$ cat config.mk
export PLATFORM = sky130hd
export DESIGN_NAME = delay_scheduler
export DESIGN_NICKNAME = d
export VERILOG_FILES = /design/src/rtl/blackjack_pkg.sv /design/src/rtl/rr_arb2.sv /design/src/rtl/delay_scheduler.sv
export SDC_FILE = /design/constraint.sdc
export NUM_CORES = 1
export LEC_CHECK = 0
export BUFFER_PORTS_ARGS = -buffer_cell sky130_fd_sc_hd__buf_2
export CORE_AREA = 2 2 77 42
export CTS_BUF_LIST = sky130_fd_sc_hd__clkbuf_2
export DETAILED_ROUTE_END_ITERATION = 8
export DIE_AREA = 0 0 79 44
export PLACE_DENSITY = 0.8
export SYNTH_ARGS = -nofsm -noshare
export SYNTH_HDL_FRONTEND = slang
export SYNTH_SLANG_ARGS = --single-unit
$ cat constraint.sdc
create_clock -name clk_2K -period 2.45 [get_ports clk_2K]
set_input_delay 0 -clock clk_2K [delete_from_list [all_inputs] [get_ports clk_2K]]
set_output_delay 0 -clock clk_2K [all_outputs]
set_load 0.05 [all_outputs]
$ cat src/rtl/blackjack_pkg.sv
// -----------------------------------------------------------------------------
// blackjack_pkg
// Definitions shared by the blackjack timing blocks:
//   - sched_state_e : state encoding of the delay scheduler FSM
//   - REQ_PLAYER / REQ_DEALER : bit index of each requester in i_Req/o_Grant/o_Done
//   - DEFAULT_WIDTH : default width of the external two-second Counter
// -----------------------------------------------------------------------------
package blackjack_pkg;

  localparam int DEFAULT_WIDTH = 12;

  localparam int REQ_PLAYER = 0;
  localparam int REQ_DEALER = 1;

  typedef enum logic [1:0] {
    IDLE  = 2'd0,
    CLEAR = 2'd1,
    COUNT = 2'd2,
    DONE  = 2'd3
  } sched_state_e;

endpackage : blackjack_pkg

$ cat src/rtl/rr_arb2.sv
// -----------------------------------------------------------------------------
// rr_arb2
// Combinational two-way round-robin arbiter. The priority pointer is held by
// the parent so the arbiter itself has no state.
// Ports:
//   req_i   [1:0] in  : level requests (bit REQ_PLAYER, bit REQ_DEALER)
//   rr_i          in  : priority pointer, 0 favours the player, 1 the dealer
//   grant_o [1:0] out : one-hot winner, all-zero when nobody requests
// -----------------------------------------------------------------------------
module rr_arb2
  import blackjack_pkg::*;
(
  input  logic [1:0] req_i,
  input  logic       rr_i,
  output logic [1:0] grant_o
);

  // A lone requester always wins; the pointer only breaks a tie.
  assign grant_o[REQ_PLAYER] = req_i[REQ_PLAYER] && (!req_i[REQ_DEALER] || !rr_i);
  assign grant_o[REQ_DEALER] = req_i[REQ_DEALER] && (!req_i[REQ_PLAYER] ||  rr_i);

endmodule : rr_arb2

$ cat src/rtl/delay_scheduler.sv
// -----------------------------------------------------------------------------
// delay_scheduler
// Shares one external two-second Counter between the player and dealer FSMs.
// A granted requester gets a one-cycle Counter clear, then the Counter is
// enabled until its terminal flag arrives, then a one-cycle o_Done pulse.
// A watchdog bounds each timed wait and raises a sticky error on expiry.
// Ports:
//   clk_2K             in  : 2 kHz system clock, rising edge
//   i_Reset            in  : asynchronous active-high reset
//   i_Req        [1:0] in  : level requests (bit0 player, bit1 dealer)
//   o_Grant      [1:0] out : one-hot owner of the Counter, zero when free
//   o_Done       [1:0] out : one-cycle completion pulse to the owner
//   o_RstCounter       out : Counter clear strobe
//   o_ActCounter       out : Counter enable
//   i_TwoSec           in  : Counter terminal flag
//   o_Busy             out : FSM is not IDLE
//   o_Err              out : sticky watchdog error
// All outputs come straight from flops.
// -----------------------------------------------------------------------------
module delay_scheduler
  import blackjack_pkg::*;
#(
  parameter int WIDTH = DEFAULT_WIDTH,
  parameter int WDOG  = 2**WIDTH + 8
) (
  input  logic       clk_2K,
  input  logic       i_Reset,
  input  logic [1:0] i_Req,
  output logic [1:0] o_Grant,
  output logic [1:0] o_Done,
  output logic       o_RstCounter,
  output logic       o_ActCounter,
  input  logic       i_TwoSec,
  output logic       o_Busy,
  output logic       o_Err
);

  localparam int              WD_W    = WIDTH + 4;
  // Value held during the last permitted COUNT cycle.
  localparam logic [WD_W-1:0] WD_LAST = WD_W'(WDOG - 1);

  sched_state_e    state_q, state_d;
  logic [1:0]      grant_q, grant_d;
  logic [1:0]      done_q,  done_d;
  logic            rstc_q,  rstc_d;
  logic            actc_q,  actc_d;
  logic            busy_q,  busy_d;
  logic            err_q,   err_d;
  logic            rr_q,    rr_d;
  logic [WD_W-1:0] wd_q,    wd_d;

  logic [1:0]      arb_grant;
  logic            owner_req;

  rr_arb2 u_arb (
    .req_i   (i_Req),
    .rr_i    (rr_q),
    .grant_o (arb_grant)
  );

  assign owner_req = |(i_Req & grant_q);

  // NOTE: every signal written here gets a default first, so no path can
  // leave one unassigned and infer a latch.
  always_comb begin
    state_d = state_q;
    grant_d = grant_q;
    rr_d    = rr_q;
    wd_d    = wd_q;
    err_d   = err_q;
    done_d  = 2'b00;

    unique case (state_q)
      IDLE: begin
        if (|i_Req) begin
          grant_d = arb_grant;
          state_d = CLEAR;
        end
      end

      CLEAR: begin
        if (!owner_req) begin
          state_d = IDLE;
          grant_d = 2'b00;
          rr_d    = grant_q[REQ_PLAYER];
        end else begin
          state_d = COUNT;
          wd_d    = '0;
        end
      end

      COUNT: begin
        // Abort is tested first so it wins over a coincident terminal flag.
        if (!owner_req) begin
          state_d = IDLE;
          grant_d = 2'b00;
          rr_d    = grant_q[REQ_PLAYER];
        end else if (i_TwoSec) begin
          state_d = DONE;
          done_d  = grant_q;
        end else if (wd_q == WD_LAST) begin
          // Forced completion: DONE without a pulse to the owner.
          state_d = DONE;
          err_d   = 1'b1;
        end else begin
          wd_d = wd_q + WD_W'(1);
        end
      end

      DONE: begin
        state_d = IDLE;
        grant_d = 2'b00;
        // Hand priority to the requester that did not just own the Counter.
        rr_d    = grant_q[REQ_PLAYER];
      end

      default: state_d = IDLE;
    endcase

    // Counter controls are decoded from the next state so they line up with
    // the state they belong to once registered.
    rstc_d = (state_d == CLEAR);
    actc_d = (state_d == COUNT);
    busy_d = (state_d != IDLE);
  end

  // NOTE: sequential state uses non-blocking assignments only, so every flop
  // samples values from before the edge.
  always_ff @(posedge clk_2K or posedge i_Reset) begin
    if (i_Reset) begin
      state_q <= IDLE;
      grant_q <= 2'b00;
      done_q  <= 2'b00;
      rstc_q  <= 1'b0;
      actc_q  <= 1'b0;
      busy_q  <= 1'b0;
      err_q   <= 1'b0;
      rr_q    <= 1'b0;
      wd_q    <= '0;
    end else begin
      state_q <= state_d;
      grant_q <= grant_d;
      done_q  <= done_d;
      rstc_q  <= rstc_d;
      actc_q  <= actc_d;
      busy_q  <= busy_d;
      err_q   <= err_d;
      rr_q    <= rr_d;
      wd_q    <= wd_d;
    end
  end

  assign o_Grant      = grant_q;
  assign o_Done       = done_q;
  assign o_RstCounter = rstc_q;
  assign o_ActCounter = actc_q;
  assign o_Busy       = busy_q;
  assign o_Err        = err_q;

endmodule : delay_scheduler

After elaboration in Yosys (flattened, before gate mapping)
Cells that the tools add are included.
W data, S select, Z words.
- logic and storage cells: 61
- input bits: 5
- flip-flop bits (word level): 27
- equal/unequal tests: 12
- reduce and logical (&&, ||, !) cells: 18
- bitwise logic cells: 2
- add/sub/neg operators: 1
- muxes and demuxes: 19
- operators with widths (cell ; number):
    $mux W16 ; 4
    $pmux W16 S2 ; 1
    $mux W2 ; 10
    $add A16 B1 Y16 const B ; 1
    $eq A16 B13 Y1 const B ; 1
    $ne A2 B2 Y1 const B ; 6
    $pmux W2 S4 ; 1
    $eq A2 B2 Y1 const B ; 3
    $pmux W2 S3 ; 1
    $reduce_bool A2 Y1 ; 3
    $reduce_or A2 Y1 ; 3
    $reduce_and A5 Y1 ; 1
    $eq A2 B1 Y1 const B ; 2
    $reduce_and A2 Y1 ; 2
    $reduce_and A4 Y1 ; 1
    $logic_not A1 Y1 ; 3
    $and A2 B2 Y2 ; 1
    $logic_and A1 B1 Y1 ; 2
    $logic_not A2 Y1 ; 1
    $logic_or A1 B1 Y1 ; 2
    $pmux W1 S2 ; 1
    $mux W1 ; 1
    $not A1 Y1 ; 1

Longest topological paths before layout
Gate-level depths: netlist of run 1.
- depth in word-level cells: 6
- gate-level depth with buffers: 7
- depth with buffers taken out: 6

Hierarchy
From an unflattened synthesis of run 1, not the netlist that was laid out.
- cells, all modules: 169
- area, all modules: 1627.8 µm²
- by module, submodules not included (module ; times used ; cells each ; area an instance (µm²)):
    delay_scheduler ; 1 ; 166 ; 1609.0
    rr_arb2 ; 1 ; 3 ; 18.8

Least setup slack after synthesis of run 1
Ideal clock, no wire load.
- path kind: register to register
- from: register grant_q[1], in the netlist o_Grant[1]
- to: register wd_q[13]
- setup slack: 0.629 ns
- arrival: 1.718 ns
- path buffers: 1
- stages on the path, launching flop included: 6
- setup time: 0.104 ns
- path through: dfrtp_1 a22o_2 nand3_1 or2_0 buf_2 o41ai_2
- cells in the longest elaborated chain, start to end: 4
- elaborated cells on any way between the ends: 5
- ends and longest elaborated chain (what ; line ; text):
    start, declared ; delay_scheduler.sv:43 ; logic [1:0] grant_q, grant_d;
    start signal, assigned ; delay_scheduler.sv:142 ; grant_q <= grant_d;
    $and A2 B2 Y2 (*) ; delay_scheduler.sv:61 ; assign owner_req = |(i_Req & grant_q);
    $reduce_or A2 Y1 (*) ; delay_scheduler.sv:61 ;
    $ne A2 B2 Y1 (no line) ; -- ;
    $reduce_and A5 Y1 (no line) (*) ; -- ;
    end signal, assigned ; delay_scheduler.sv:149 ; wd_q <= wd_d;
    end, declared ; delay_scheduler.sv:50 ; logic [WD_W-1:0] wd_q, wd_d;
Every way passes the cells marked *; elsewhere a longest branch is shown, timed or not.
A chain may end at the register's enable or synchronous reset.

Worst setup path in the final report of run 1
- from: register wd_q[13]
- to: register wd_q[0]
- cells in the longest elaborated chain, start to end: 3
- ends and longest elaborated chain (what ; line ; text):
    $eq A16 B13 Y1 ; delay_scheduler.sv:101 ; end else if (wd_q == WD_LAST) begin
    $ne A2 B2 Y1 (no line) ; -- ;
    $reduce_and A5 Y1 (no line) ; -- ;
Every way passes these cells.

==> metrics, run 1 <==
status=finished, final reports clean; largest net degree at the start of global routing=28; synth-to-layout area growth=7.698%; syn avg cell area=9.617 µm²; worst skew pair latency=380 ps; Total GRT Usage=0.2498; drt drc=0; cell chain of the critical path=nor4b_1, a41o_1, or2_0, mux2i_1; CP max stage delay=580 ps; cell taking the most area after synthesis=dfrtp_1; Root Driver=clkbuf_2; Slowest-stage cell, CP=a41o_1; Async S/R FF share, synth=1.000; final wirelength=3925 µm; Synth area leaders=dfrtp_1, ha_1, nand2_1; post-DR wirelength/cell=17.76 µm; Post-DRT Antenna Nets=0; final setup TNS=0 ps; Synth Warn #=0; RSZ-0062 raised after global routing=false; Setup violations, final=0; # Max-Cap Violations=0; met2 wire len=1512 µm; FP Rows=14; CTS max path bufs=2; Post-DP HPWL=2795 µm; synth unique cells=53; WS Path Type=reg2reg; CP bufs+invs=0; first-pass GRT wire length=6458 µm; CTS resizes=0; Mapped Nets=180; Die Width=79 µm; Max Slew Vio Count=0; Hold Fails Final Rpt=0; total CTS buffers=3; clock slew at reported path FFs=270 ps; Vias=1448; WP data required=2710 ps; # IOs=13; post-layout min period=2287 ps; reg2reg start=wd_q[13]$_DFFE_PP0P_; Slew HR=0.3136; post-layout util=0.6168; clk sinks=27; Max IR drop VDD=0.0004644 V; routed wl met3=328 µm; Tightest Pin Transition=1028 ps; vias in the first global route=1276; flops & latches, synth=27; DIE AREA=3476 µm²; diode count=0; Syn Std Cell Area=1625 µm²; commonest non-fill, non-tap cell in the layout=dfrtp_1; PD cells=743.0 nW/µm²; drt first pass iters=5; period utilisation layout=0.9335; I/O Buffers=12; CP top delay family=simple AND/OR/NAND/NOR gates; CP arrival=2550 ps; crit-path max FO=17; dpl cells=213; share of layout cells above drive strength 1=0.1436; crit start category=flip-flop; final net count=193; Tightest Hold Check Type=in2async; H-tree Lvls=1; 1st-iter DRT viols=200; initial antenna violation count=0; crit path launch=wd_q[13]$_DFFE_PP0P_; Clock Skew=21.30 ps; core area=2838 µm²; wire length on met1=2062 µm; CP endpoint kind=flip-flop; sequential fraction of the synthesis area=0.4157; non-filler cells, final=221; FF-to-FF setup slack=160 ps; Post-CTS Setup Repair Bufs=0; Leakage=0.7484 nW; CTS tree=done; Overflow after GRT=0; Reg-to-Reg End=wd_q[0]$_DFFE_PP0P_; height of the die=44 µm; Max Freq=437.2 MHz; commonest cells after routing, fill and taps aside=dfrtp_1, nand2_1, buf_2, nand3_1, inv_1; GPL Wtd Cong=0.8816; leading register cell type out of synthesis=dfrtp_1; top-area cell type share of the netlist area=0.4157; Post-synth EDFFs=0; R2R cell count=4; Top Layer Used=met4; via-per-instance ratio=6.552; starting density of the core=0.5728; Mapped Cells=169
sequential cells by signal (all words and copies together) (netlist names):
register      count
wd_q             16
o_RstCounter      1
o_Err             1
rr_q              1
o_Busy            1
o_ActCounter      1
o_Grant           2
o_Done            2
state_q           2
final cells by class:
class	count	area, µm²
Timing Repair Buffer	18	115.1
Sequential cell	27	675.6
Fill cell	254	1087
Clock inverter	1	5.005
Multi-Input combinational cell	124	859.6
Inverter	8	30.03
Clock buffer	3	15.01
Tap cell	40	50.05
synthesized netlist by cell type, types with 2 or more instances:
cell       n
clkbuf_1   2
inv_1      8
a22oi_1    2
and4_1     3
nand4_1    5
mux2i_1    2
o211ai_1   6
nand3_1   11
buf_4      3
buf_2      3
o31a_1     2
o21ai_0    6
nor2_1     3
and2_1     2
mux2_2     2
o41ai_1    4
nand2b_1   2
or4_1      5
o31ai_1    2
a41o_1     2
nand2_1   17
or3_1      3
ha_1       6
a31oi_1    2
a21oi_1    4
o311ai_0   3
nor3_1     2
dfrtp_1   27
nor4_1     5
a221oi_1   2
metrics by stage:
step | cell area [µm²] | power, mW | setup WS [ps] | hold WS [ps]
2_1_floorplan | 1625 | 0.9788 | 628.6 | 52.72
3_3_place_gp | 1690 | 1.094 | 348.7 | 275.8
3_5_place_dp | 1690 | 1.112 | 258.5 | 291.7
4_1_cts | 1740 | 1.292 | 209.2 | 4.121
5_1_grt | 1750 | 1.375 | 8.054 | 401.4
6_report | 1750 | 1.301 | 163.0 | 349.6
worst reg2reg max path, cell delays in order (launching register included):
cell and delay [ps]:
dfrtp_1 510, nor4b_1 440, a41o_1 580, or2_0 500, mux2i_1 160
cells by family (layout without fill, tap and decap cells):
kind of cell,count (synthesis),after routing,share of synthesized area
AND/OR/NAND/NOR,70,70,0.2464
adder cells (fa/ha/maj),6,6,0.04619
buffers and inverters,18,30,0.05542
AO/OA/AOI/OAI,44,44,0.2102
multiplexers,4,4,0.02617
flip-flops,27,27,0.4157
worst max-delay path by stage:
stage                           endpoint  slack [ps]  cells after the start
finish               wd_q[0]$_DFFE_PP0P_         160                      4
global route         wd_q[0]$_DFFE_PP0P_           8                      4
CTS                  wd_q[8]$_DFFE_PP0P_         210                      5
detailed placement   wd_q[8]$_DFFE_PP0P_         260                      5
global placement     wd_q[2]$_DFFE_PP0P_         350                      4
floorplan           wd_q[13]$_DFFE_PP0P_         630                      5
power by group:
part,internal [mW],switching (mW),leakage (nW)
clock,0.0370,0.140,0.0164
sequential,0.498,0.0456,0.363
combinational,0.176,0.403,0.369
timing repair:
action | CTS | global route
hold buffers | 3 | 1
endpoints found under the setup margin | 0 | 0
hold endpoints to repair | 30 | 1
per-layer routing:
metal	global-route usage	up-vias
met3	0.07292	6
met4	0.05517	0
met1	0.3981	688
met5	0	-
met2	0.3288	73
li1	-	681
(Power assumes the default switching activity.)
==> inputs of run 2 (changes only) <==
Settings changed: SYNTH_HIERARCHICAL from default to 1.
==> metrics, run 2 <==
Int Power=0.7512 mW (+5.6%); first-pass GRT wire length=6451 µm (-0.11%); share of layout cells above drive strength 1=0.1492 (+0.005525); Synth area leaders=dfrtp_1, mux2i_1, ha_1; Critical Path End=wd_q[11]$_DFFE_PP0P_; post-synthesis mux area share=0.05611 (+0.02994); FP Rows=14 (unchanged); post-DR wirelength/cell=17.87 µm (+0.61%); PD cells=831.4 nW/µm² (+12%); sequential fraction of the synthesis area=0.4151 (-0.0006391); I/O Buffers=12 (unchanged); FF-to-FF setup slack=210 ps (+40 ps); Sw Ratio=0.4850 (+0.03201); DIE AREA=3476 µm² (unchanged); largest register by flop count=wd_q; # Max-Cap Violations=0 (unchanged); commonest cells after routing, fill and taps aside=dfrtp_1, nand2_1, buf_2, inv_1; most frequent cell after synthesis=dfrtp_1; post-layout min period=2244 ps (-43.44 ps); commonest non-fill, non-tap cell in the layout=dfrtp_1; Reg power frac=0.372 (-0.046); Total GRT Usage=0.2458 (-0.004012); WS Path Type=reg2reg; GPL Wtd Cong=0.8924 (+1.2%); Hold Fails Final Rpt=0 (unchanged); period utilisation layout=0.9158 (-0.01773); Root Driver=clkbuf_2; worst skew pair latency=370 ps (about the same); Post-DP HPWL=2962 µm (+6.0%); Reg-to-Reg End=wd_q[11]$_DFFE_PP0P_; largest family of logic cells by synthesized area=simple AND/OR/NAND/NOR gates; Final Power=1.458 mW (+12%); Die Width=79 µm (unchanged); Syn Std Cell Area=1628 µm² (+0.15%); final net count=193 (unchanged); power share of the clock group=0.117 (-0.019); flops & latches, synth=27 (unchanged); height of the die=44 µm (unchanged); Tightest Hold Check Type=in2reg; Setup violations, final=0 (unchanged); CTS max path bufs=2 (unchanged); clk sinks=27 (unchanged); starting density of the core=0.5736 (+0.0008817); WP data required=2750 ps (+40 ps); Slew HR=0.3491 (+0.03550); Compound-Gate Fraction of Synth Area=0.2029 (-0.007241); Leakage=0.7572 nW (+1.2%); CTS tree=done; final wirelength=3949 µm (+0.61%); cell taking the most area after synthesis=dfrtp_1; core area=2838 µm² (unchanged); Synth Area in XOR/XNOR=0 (unchanged); Mapped Cells=169 (unchanged); Max Freq=445.7 MHz (+1.9%); CP endpoint kind=flip-flop; diode count=0 (unchanged); Clock Skew=22.35 ps (+1.047 ps); R2R cell count=5 (+1); Post-DRT Antenna Nets=0 (unchanged); drt drc=0 (unchanged); Mapped Nets=180 (unchanged); Worst Hold Depth=4; # IOs=13 (unchanged); drt first pass iters=5 (unchanged); Max IR drop VDD=0.0005280 V (+14%); largest net degree at the start of global routing=28 (unchanged); cts hold-fix bufs=2 (-1); final setup TNS=0 ps (unchanged); crit start category=flip-flop; vias in the first global route=1312 (+2.8%); Simple-Gate Fraction of Synth Area=0.2306 (-0.01575); leading register cell type out of synthesis=dfrtp_1; Post-synth EDFFs=0 (unchanged); Psw=0.7073 mW (+20%); H-tree Lvls=1 (unchanged); Tightest Pin Transition=975.3 ps (-53.19 ps); crit path launch=state_q[1]$_DFF_PP0_; synth-to-layout area growth=7.763% (about the same); Fill cells=251 (-1.2%); top-area cell type share of the netlist area=0.4151 (-0.0006391); CTS resizes=0 (unchanged); reg2reg start=state_q[1]$_DFF_PP0_; Async S/R FF share, synth=1.000 (unchanged); initial antenna violation count=0 (unchanged); total CTS buffers=3 (unchanged); via-per-instance ratio=6.471 (-1.2%); clock slew at reported path FFs=260 ps (about the same); Overflow after GRT=0 (unchanged); status=finished, final reports clean; Comb pwr share=0.511 (+0.065); CP arrival=2540 ps (about the same); crit-path max FO=15 (-2); Adder-Cell Fraction of Synth Area=0.04612 (-0.00007101); Vias=1430 (-1.2%); Max Slew Vio Count=0 (unchanged); 1st-iter DRT viols=205 (+2.5%); synth unique cells=41 (-23%); syn avg cell area=9.632 µm² (+0.15%); Synth Warn #=6 (+6); Post-CTS Setup Repair Bufs=0 (unchanged); top post-synthesis cells by count=dfrtp_1, nand2_1, inv_1; RSZ-0062 raised after global routing=false; Largest register FFs=16 (unchanged)
## run 2: cell types whose count changed in the layout (fill, tap and decap cells not counted), sizes merged, moves of 3 or more
cell     change
mux2i        +6
o211ai       -4
nand4        -5
inv          +3
o311ai       -4
a211oi       +3
nand2b       +6
o41ai        -5
o31ai        +3
a21o         +5
a2111oi      +3
and2         -3
## run 2: worst max-delay path, cell delays in order, from the launching register on
cell and delay (ps):
dfrtp_1 520, inv_1 110, ha_1 430, nand3_2 360
a2111oi_2 520, mux2i_1 250
## run 2: power by group through the flow
stage	clock [mW]	sequential (mW)	combinational (mW)
finish	0.171	0.543	0.745
global route	0.189	0.550	0.815
detailed placement	0	0.549	0.728
floorplan	0	0.628	0.484
global placement	0	0.541	0.704
CTS	0.174	0.542	0.732
## run 2: logic make-up (layout without fill, tap and decap cells)
logic type                 after synthesis  in the layout
AOI/OAI and AO/OA                       43             43
adders and majority gates                6              6
and+or+nand+nor                         65             65
buffers and inverters                   19             31
DFF                                     27             27
muxes                                    9              9
## run 2: layout make-up
type	count	area, µm²	area share
Clock buffer	3	15.01	0.008559
Clock inverter	1	5.005	0.002853
Inverter	11	41.29	0.02354
Multi-Input combinational cell	123	872.1	0.4971
Sequential cell	27	675.6	0.3852
Tap cell	40	50.05	0.02853
Timing Repair Buffer	16	95.09	0.05421
## run 2: how the worst min path moves through the flow
stage / from / end
final: i_Req[0] / o_Grant[1]$_DFFE_PP0P_
after global routing: i_Req[0] / o_Grant[1]$_DFFE_PP0P_
after floorplan: i_Reset / o_ActCounter$_DFF_PP0_
after global placement: i_Reset / wd_q[8]$_DFFE_PP0P_
after detailed placement: i_Reset / o_Done[1]$_DFF_PP0_
after CTS: i_Req[1] / o_Grant[0]$_DFFE_PP0P_
## run 2: through the flow
step / utilization / std cells / cell area [µm²] / hold WS, ps / worst slack (ps)
finish: 0.6182 / 221 / 1754 / 18.27 / 206.4
detailed placement: 0.6041 / 215 / 1714 / 288.6 / 270.9
CTS: 0.6182 / 221 / 1754 / 26.94 / 217.1
global route: 0.6182 / 221 / 1754 / 30.65 / 64.80
global placement: 0.6041 / 215 / 1714 / 280.0 / 442.1
floorplan: - / 169 / 1628 / 52.72 / 522.9
## run 2: layer usage
metal  GRT usage  up-vias  share of wire
li1            -      654              -
met5           0        -              0
met4     0.05517        0          0.019
met2      0.3712       79           0.44
met3     0.06875       12          0.084
met1      0.3569      685           0.46
